<file path="config.mk">
export PLATFORM = sky130hd
export DESIGN_NAME = obi_mem_arbiter
export DESIGN_NICKNAME = d
export VERILOG_FILES = /design/src/rtl/obi_mem_arbiter.sv
export SDC_FILE = /design/constraint.sdc
export NUM_CORES = 1
export LEC_CHECK = 0
export CAP_MARGIN = 15
export CORE_AREA = 2 2 163 165
export CTS_BUF_LIST = sky130_fd_sc_hd__clkbuf_4 sky130_fd_sc_hd__clkbuf_8
export DETAILED_ROUTE_END_ITERATION = 16
export DIE_AREA = 0 0 165 167
export PLACE_DENSITY = 0.51
export RECOVER_POWER = 25
export REMOVE_ABC_BUFFERS = 1
export SYNTH_ARGS = -nofsm -noshare
export SYNTH_HDL_FRONTEND = slang
export SYNTH_SLANG_ARGS = --single-unit
</file>
<file path="constraint.sdc">
create_clock -name clk_i -period 5.7 [get_ports clk_i]
set_input_delay 0.57 -clock clk_i [delete_from_list [all_inputs] [get_ports clk_i]]
set_output_delay 0.57 -clock clk_i [all_outputs]
set_load 0.02 [all_outputs]
</file>
<file path="src/rtl/obi_mem_arbiter.sv">
// N-to-1 OBI arbiter with an in-order routing FIFO that steers responses back to their requester.
// Optional build macro OBI_ARB_FIXED_PRIO_EN selects fixed lowest-index priority instead of round-robin.
module obi_mem_arbiter #(
    parameter int unsigned NUM_PORTS       = 3,
    parameter int unsigned ADDR_WIDTH      = 32,
    parameter int unsigned DATA_WIDTH      = 32,
    parameter int unsigned MAX_OUTSTANDING = 2
) (
    input  logic                                   clk_i,
    input  logic                                   rst_i,

    input  logic [NUM_PORTS-1:0]                   m_req_i,
    output logic [NUM_PORTS-1:0]                   m_gnt_o,
    input  logic [NUM_PORTS*ADDR_WIDTH-1:0]        m_addr_i,
    input  logic [NUM_PORTS-1:0]                   m_we_i,
    input  logic [NUM_PORTS*(DATA_WIDTH/8)-1:0]    m_be_i,
    input  logic [NUM_PORTS*DATA_WIDTH-1:0]        m_wdata_i,
    output logic [NUM_PORTS-1:0]                   m_rvalid_o,
    output logic [NUM_PORTS*DATA_WIDTH-1:0]        m_rdata_o,

    output logic                                   s_req_o,
    output logic [ADDR_WIDTH-1:0]                  s_addr_o,
    output logic                                   s_we_o,
    output logic [DATA_WIDTH/8-1:0]                s_be_o,
    output logic [DATA_WIDTH-1:0]                  s_wdata_o,
    input  logic                                   s_gnt_i,
    input  logic                                   s_rvalid_i,
    input  logic [DATA_WIDTH-1:0]                  s_rdata_i,

    output logic [$clog2(MAX_OUTSTANDING+1)-1:0]   outstanding_o,
    output logic                                   err_o
);

    localparam int unsigned BE_W  = DATA_WIDTH / 8;
    localparam int unsigned IDX_W = $clog2(NUM_PORTS);
    localparam int unsigned CNT_W = $clog2(MAX_OUTSTANDING + 1);
    localparam int unsigned PTR_W = (MAX_OUTSTANDING > 1) ? $clog2(MAX_OUTSTANDING) : 1;

    logic                 locked_q;
    logic [IDX_W-1:0]     lock_idx_q;
    logic [IDX_W-1:0]     fifo_q [MAX_OUTSTANDING];
    logic [PTR_W-1:0]     wr_ptr_q;
    logic [PTR_W-1:0]     rd_ptr_q;
    logic [CNT_W-1:0]     count_q;
    logic                 err_q;

    logic [IDX_W-1:0]     sel_idx;
    logic                 sel_found;
    logic                 sel_valid;
    logic                 fifo_full;
    logic                 fifo_empty;
    logic                 handshake;
    logic                 pop;
    logic [IDX_W-1:0]     head_idx;

`ifndef OBI_ARB_FIXED_PRIO_EN
    logic [IDX_W-1:0]     rr_q;
`endif

    function automatic logic [PTR_W-1:0] ptr_inc(input logic [PTR_W-1:0] p);
        return (p == PTR_W'(MAX_OUTSTANDING - 1)) ? '0 : p + PTR_W'(1);
    endfunction

    assign fifo_full  = (count_q == CNT_W'(MAX_OUTSTANDING));
    assign fifo_empty = (count_q == '0);
    assign head_idx   = fifo_q[rd_ptr_q];

    // Port selection: a pending (ungranted) address phase keeps its port until the handshake.
    always_comb begin
        sel_idx   = '0;
        sel_found = 1'b0;
        if (locked_q) begin
            sel_idx   = lock_idx_q;
            sel_found = m_req_i[lock_idx_q];
        end else begin
`ifdef OBI_ARB_FIXED_PRIO_EN
            for (int unsigned i = 0; i < NUM_PORTS; i++) begin
                if (!sel_found && m_req_i[IDX_W'(i)]) begin
                    sel_found = 1'b1;
                    sel_idx   = IDX_W'(i);
                end
            end
`else
            for (int unsigned i = 0; i < NUM_PORTS; i++) begin
                if (!sel_found && m_req_i[IDX_W'((32'(rr_q) + i) % NUM_PORTS)]) begin
                    sel_found = 1'b1;
                    sel_idx   = IDX_W'((32'(rr_q) + i) % NUM_PORTS);
                end
            end
`endif
        end
    end

    // No request leaves while the routing FIFO is full or while in reset.
    assign sel_valid = sel_found && !fifo_full && !rst_i;
    assign handshake = sel_valid && s_gnt_i;
    assign pop       = s_rvalid_i && !fifo_empty && !rst_i;

    always_comb begin
        s_req_o   = sel_valid;
        s_addr_o  = '0;
        s_we_o    = 1'b0;
        s_be_o    = '0;
        s_wdata_o = '0;
        if (sel_valid) begin
            for (int unsigned k = 0; k < NUM_PORTS; k++) begin
                if (IDX_W'(k) == sel_idx) begin
                    s_addr_o  = m_addr_i[k*ADDR_WIDTH +: ADDR_WIDTH];
                    s_we_o    = m_we_i[k];
                    s_be_o    = m_be_i[k*BE_W +: BE_W];
                    s_wdata_o = m_wdata_i[k*DATA_WIDTH +: DATA_WIDTH];
                end
            end
        end
    end

    always_comb begin
        m_gnt_o    = '0;
        m_rvalid_o = '0;
        if (handshake) begin
            m_gnt_o = NUM_PORTS'(1) << sel_idx;
        end
        if (pop) begin
            m_rvalid_o = NUM_PORTS'(1) << head_idx;
        end
    end

    assign m_rdata_o     = {NUM_PORTS{s_rdata_i}};
    assign outstanding_o = count_q;
    assign err_o         = err_q;

    // Control state: lock, FIFO pointers/occupancy, sticky error, priority pointer.
    always_ff @(posedge clk_i) begin
        if (rst_i) begin
            locked_q   <= 1'b0;
            lock_idx_q <= '0;
            wr_ptr_q   <= '0;
            rd_ptr_q   <= '0;
            count_q    <= '0;
            err_q      <= 1'b0;
`ifndef OBI_ARB_FIXED_PRIO_EN
            rr_q       <= '0;
`endif
        end else begin
            if (handshake) begin
                locked_q <= 1'b0;
            end else if (s_req_o) begin
                locked_q   <= 1'b1;
                lock_idx_q <= sel_idx;
            end

            if (handshake) begin
                wr_ptr_q <= ptr_inc(wr_ptr_q);
            end
            if (pop) begin
                rd_ptr_q <= ptr_inc(rd_ptr_q);
            end

            case ({handshake, pop})
                2'b10:   count_q <= count_q + CNT_W'(1);
                2'b01:   count_q <= count_q - CNT_W'(1);
                default: count_q <= count_q;
            endcase

            if (s_rvalid_i && fifo_empty) begin
                err_q <= 1'b1;
            end

`ifndef OBI_ARB_FIXED_PRIO_EN
            if (handshake) begin
                rr_q <= (sel_idx == IDX_W'(NUM_PORTS - 1)) ? '0 : sel_idx + IDX_W'(1);
            end
`endif
        end
    end

    // Routing FIFO storage; contents are only meaningful between the pointers.
    always_ff @(posedge clk_i) begin
        if (handshake) begin
            fifo_q[wr_ptr_q] <= sel_idx;
        end
    end

endmodule

</file>
Word level (Yosys, flattened, before mapping)

Memory sizes are Yosys's and may differ from the RTL's. A register that Yosys moved wholly into a read port is not among the register bits.
Cells that the tools add are included.

Register bits after elaboration: 10
RAM bits: 4
Input port bits: 246
Output and inout bits: 175
Word-level logic and storage cells: 93
Memories kept: 1

Add/sub/neg operators: 7
Divide/modulo/power cells: 3
Magnitude comparators: 4
Equality and inequality tests: 6
Shift operators: 2
Mux-type cells: 44
Bitwise operators: 1
Reduce and logical (&&, ||, !) cells: 18

Memory list:

| memory | words | bits a word | rd ports | clocked after Yosys merged registers in | wr ports | RTL line | text |
|---|---|---|---|---|---|---|---|
| fifo_q | 2     | 2           | 1        | 1                                       | 1        | 41       | `logic [IDX_W-1:0] fifo_q [MAX_OUTSTANDING];` |

Operator list:

| operator                | number |
|---|---|
| $mux W32                | 8 |
| $mod A32 B2 Y32 const B | 2 |
| $mod A2 B2 Y32 const B  | 1 |
| $mux W1                 | 20 |
| $mux W4                 | 4 |
| $lt A2 B3 Y1 const B    | 4 |
| $mux W2                 | 5 |
| $bmux W1 S2             | 4 |
| $logic_and A1 B1 Y1     | 8 |
| $eq A2 B2 Y1 const B    | 3 |
| $mux W3                 | 2 |
| $shl A1 B2 Y3 const A   | 2 |
| $logic_not A1 Y1        | 5 |
| $add A2 B1 Y2 const B   | 2 |
| $logic_not A2 Y1        | 2 |
| $pmux W2 S2             | 1 |
| $add A2 B1 Y3 const B   | 1 |
| $add A2 B2 Y3 const B   | 1 |
| $add A1 B1 Y1 const B   | 2 |
| $eq A1 B2 Y1 const A    | 1 |
| $eq A2 B1 Y1 const B    | 1 |
| $eq A2 B2 Y1 const A    | 1 |
| $reduce_and A2 Y1       | 1 |
| $reduce_bool A2 Y1      | 1 |
| 3 further kinds         | 3 |

Logic depth before layout (Yosys ltp)

Depth after elaboration: 18
Gate-level depth with buffers: 12
Depth with buffers taken out: 10

Worst setup path after synthesis

OpenSTA, ideal clock, no wires.

Path kind: flip-flop to output port
Start point: reg rr_q[0]
End point: out s_addr_o[21]
Data arrival time: 2567 ps
Data required time: 5130 ps
Setup slack: 2563 ps
Stages on the path, launching flop included: 12
Buffers on the path: 3
Cells stage by stage: dfxtp_1 -> inv_1 -> ha_1 -> buf_2 -> mux2i_1 -> o21ai_0 -> nor3_1 -> nor2_1 -> nand2_1 -> buf_4 -> buf_2 -> o2bb2ai_1

Elaborated cells between the ends (all ways): 34
Those cells by class: add/sub (2); div (3); eq/ne (2); mux (20); reduce/logical (7)

RTL lines:

| what                                                                     | RTL line | text |
|---|---|---|
| start: declaration                                                       | 57       | `logic [IDX_W-1:0] rr_q;` |
| start signal: assignment                                                 | 171      | `rr_q <= (sel_idx == IDX_W'(NUM_PORTS - 1)) ? '0 : sel_idx + IDX_W'(1);` |
| parallel branches: the longest is 11 deep, another holds $mod A32 B2 Y32 | -        |  |
| $mux W1 *                                                                | 85       | `if (!sel_found && m_req_i[IDX_W'((32'(rr_q) + i) % NUM_PORTS)]) begin` |
| $mux W1 *                                                                | 72       | `if (locked_q) begin` |
| $logic_and A1 B1 Y1 * (2 in a row)                                       | 95       | `assign sel_valid = sel_found && !fifo_full && !rst_i;` |
| named net s_req_o                                                        | 21       | `output logic s_req_o,` |
| $mux W32 *                                                               | 105      | `if (sel_valid) begin` |
| end: declaration                                                         | 22       | `output logic [ADDR_WIDTH-1:0] s_addr_o,` |

Mark *: on every way through the listed nets, which the timed path passes. The select of a mux whose other input is x is not followed.

Worst setup path in the final report

Start point: in m_req_i[0]
End point: out s_wdata_o[25]

Cells in the longest elaborated chain, start to end: 17
Elaborated cells between the ends (all ways): 31
Those cells by class: eq/ne (2); mux (22); reduce/logical (7)

Ends and longest elaborated chain:

| what                          | RTL line | text |
|---|---|---|
| start: declaration            | 12       | `input logic [NUM_PORTS-1:0] m_req_i,` |
| $bmux W1 S2                   | 85       |  |
| $mux W1 (implied by the code) | 85       |  |
| $mux W1                       | 85       |  |
| $mux W1                       | 72       |  |
| $logic_not A1 Y1              | 85       |  |
| $logic_and A1 B1 Y1           | 85       |  |
| $mux W1                       | 85       |  |
| $mux W1                       | 72       |  |
| $logic_not A1 Y1              | 85       |  |
| $logic_and A1 B1 Y1           | 85       |  |
| $mux W2                       | 85       |  |
| $mux W2                       | 72       |  |
| $logic_not A2 Y1              | 107      | `if (IDX_W'(k) == sel_idx) begin` |
| $mux W32 (3 in a row)         | 107      |  |
| $mux W32 *                    | 105      |  |
| end: declaration              | 25       | `output logic [DATA_WIDTH-1:0] s_wdata_o,` |

Mark *: on every way between the ends. The rest lies on a longest branch, timed or not. The select of a mux whose other input is x is not followed.

==> run_results.csv <==
group,metric,value,unit
status,status,"finished, final reports clean",
finish,area_growth,83.2,%
yosys,synth_area_leaders,"mux2i_1 24%, buf_4 24%, o2bb2ai_1 19%",
yosys,synthMuxAreaShare,0.244,
detailed_routing,wl_met2,8080,um
yosys,yosys_register_bits,15,
yosys,netlist.area_leader.share,0.244,
sta,rsz0062_at_grt,"false",
placed_design,placedInstanceArea,5660,sq um
detailed_routing,vias,3475,
finish,ff_latch_area,340,sq um
yosys,synthArstFlopShare,0,
yosys,yosys-top-cells-count,"100 x buf_4, 76 x mux2i_1, 69 x o2bb2ai_1, 17 x nor2_1",
finish,multi_input_area,1850,sq um
global_route,first_global_vias,3744,
worst_setup_path,worstPathRequired,5.13,ns
power,ir_drop,189,uV
detailed_routing,wire_per_inst,20.3,um
sta,max_freq,0.229,GHz
clocking,clockRootBuffer,"clkbuf_8",
yosys,synthXorXnorAreaFrac,0.0112,
power,power_density,420,nW/um^2
worst_setup_path,cp-end-kind,"output pin",
die,die_y,167,um
yosys,yosysWarnings,0,
yosys,synth-simple-area-share,0.0743,
clocking,cts_tree,"built",
global_route,grt_pass1_wl,24900,um
global_route,grt_max_degree,70,
clocking,insertion_delay,0.24,ns
worst_setup_path,worstSetupPathType,"primary input to output pin",
worst_setup_path,arrival,3.81,ns
clocking,cts_resized,0,
sta,hold_viol,0,
placed_design,hpwl,15200,um
clocking,cts_buffers,3,
detailed_routing,drtIter0Drc,113,
sta,fin_crit_sh,0.768,
placed_design,place.gp.congestion,0.769,
die,rows,59,
global_route,grt_usage,0.123,
detailed_routing,wl_met3,2330,um
finish,n_antenna_cell,0,
die,die_w,165,um
sta,holdWs,0.477,ns
detailed_routing,drc_errors,0,
die,design.die.area,27600,sq um
worst_setup_path,path_max_fanout,34,
detailed_routing,ant_nets,0,
placed_design,port-buffer-count,292,
die,start_util,0.121,
detailed_routing,viasPerCell,3.94,
yosys,synth_cell_types,36,
run,drv_cap,0,
worst_setup_path,critPathLaunchType,"primary input",
power,p_leak,1.96,nW
yosys,synth_edf_count,4,
hold_path,hold_path_class,"flip-flop to flip-flop",
detailed_routing,maxUsedRoutingLayer,"met5",
clocking,cts_sinks,15,
yosys,synth_adder_area_share,0.0201,
clocking,clk_path_buf_depth,2,
yosys,synth_top_family_by_area,"buffers and inverters",
finish,nets,800,
die,num_io_pins,421,
die,core_region_area,25800,sq um
yosys,synth_area,3120,sq um
yosys,synth-seq-area-share,0.109,
clocking,htreeDepth,1,
finish,drive_above_1_share,0.0328,
clocking,clk_pin_slew,0.06,ns
sta,slew_viol_final,0,
detailed_routing,wirelength,17900,um
detailed_routing,wl_met1,7300,um
finish,final_cell_area,5710,sq um
sta,tns,0,ns
yosys,synth_compound_area_frac,0.241,
detailed_routing,drt_pass1_iterations,4,
yosys,synth_cells,367,
global_route,grt_overflow,0,
sta,tightest_slew,0.653,ns
global_route,antenna_found_initial,0,
sta,skew,0.00144,ns
clocking,post-cts-setup-buffer-count,0,
yosys,yosys.area.top_type,"mux2i_1",
yosys,dominantRegCellSynth,"dfxtp_1",
sta,period_needed,4.38,ns
finish,fillers,2817,
sta,slew_headroom,0.561,
yosys,syn_area_per_cell,8.49,sq um
yosys,yosysMostFrequentCell,"buf_4",
sta,setup_violations,0,
clocking,hold_buffers,0,
## critical path, cell delays in order
cell and delay (ns):
clkdlybuf4s50_1 0.60, mux2i_1 0.12, or4_1 0.47, a31oi_1 0.19, o31a_2 0.52, buf_12 0.32
mux2i_1 0.11, o2bb2ai_1 0.21, clkdlybuf4s50_1 0.65
## power breakdown
part	internal [mW]	total (mW)	switching (mW)
logic	1.03	2.13	1.10
registers	0.144	0.174	0.0296
clock network	0.0542	0.0891	0.0349
## sequential cells by signal, indices dropped and copies added (netlist names), named ones only
name	flops
fifo_q	4
err_o	1
lock_idx_q	2
wr_ptr_q	1
rd_ptr_q	1
locked_q	1
outstanding_o	2
rr_q	2
## routing by layer
metal  GRT usage  vias to the layer above
li1            -                     1617
met1       0.149                     1581
met2       0.190                      263
met3      0.0742                       12
met4      0.0106                        2
met5      0.0382                        -
## through the flow
stage | util | setup WS (ns) | power (mW) | cells
final | 0.222 | 1.32 | 2.40 | 883
after global routing | 0.222 | 1.01 | 2.56 | 883
after CTS | 0.222 | 1.26 | 2.45 | 883
after detailed placement | 0.220 | 1.28 | 2.35 | 879
after global placement | 0.220 | 1.25 | 2.35 | 879
after floorplan | - | 0.420 | 1.42 | 245
## path summary, 6_finish.rpt
path | start | end | cells after the start | slack, ns
worst max register to register | rr_q[0] | outstanding_o[1] | 9 | 2.57
worst min register to register | err_o | err_o | 2 | 0.48
worst min-delay path | err_o | err_o | 2 | 0.48
worst max-delay path | m_req_i[0] | s_wdata_o[25] | 9 | 1.32
## layout make-up
cell class	count	area share
Clock buffer	4	0.00855
Inverter	11	0.00723
Multi-Input combinational cell	219	0.323
Sequential cell	15	0.0596
Tap cell	335	0.0734
Timing Repair Buffer	299	0.528
## cells in the final DEF, fill, tap and decap left out
cell / count
clkdlybuf4s50_1: 292
mux2i_1: 76
o2bb2ai_1: 69
nor2_1: 17
inv_1: 11
dfxtp_1: 11
o21ai_0: 7
ha_1: 5
nand3b_1: 4
nor3_1: 4
nand2_1: 4
nor2b_1: 4
a21oi_1: 4
edfxtp_1: 4
buf_4: 4
clkbuf_8: 3
buf_12: 3
o211ai_1: 2
o32a_1: 2
or3_1: 2
xnor2_1: 2
xor2_1: 2
a31o_2: 2
o221ai_1: 1
or3b_1: 1
or4_1: 1
a31oi_1: 1
or2_2: 1
o31a_2: 1
nand2b_1: 1
and3_1: 1
nor3_4: 1
nand2_2: 1
nor3_2: 1
a32oi_1: 1
a211oi_1: 1
clkbuf_4: 1
## logic make-up after synthesis
| group | after synthesis |
|---|---|
| AOI/OAI and AO/OA | 91 |
| xor gates and xnor gates | 4 |
| adders and majority gates | 5 |
| buffers and inverters | 133 |
| DFF | 15 |
| muxes | 76 |
| and+or+nand+nor | 43 |
Note: power is estimated with default switching activity, not from simulation.
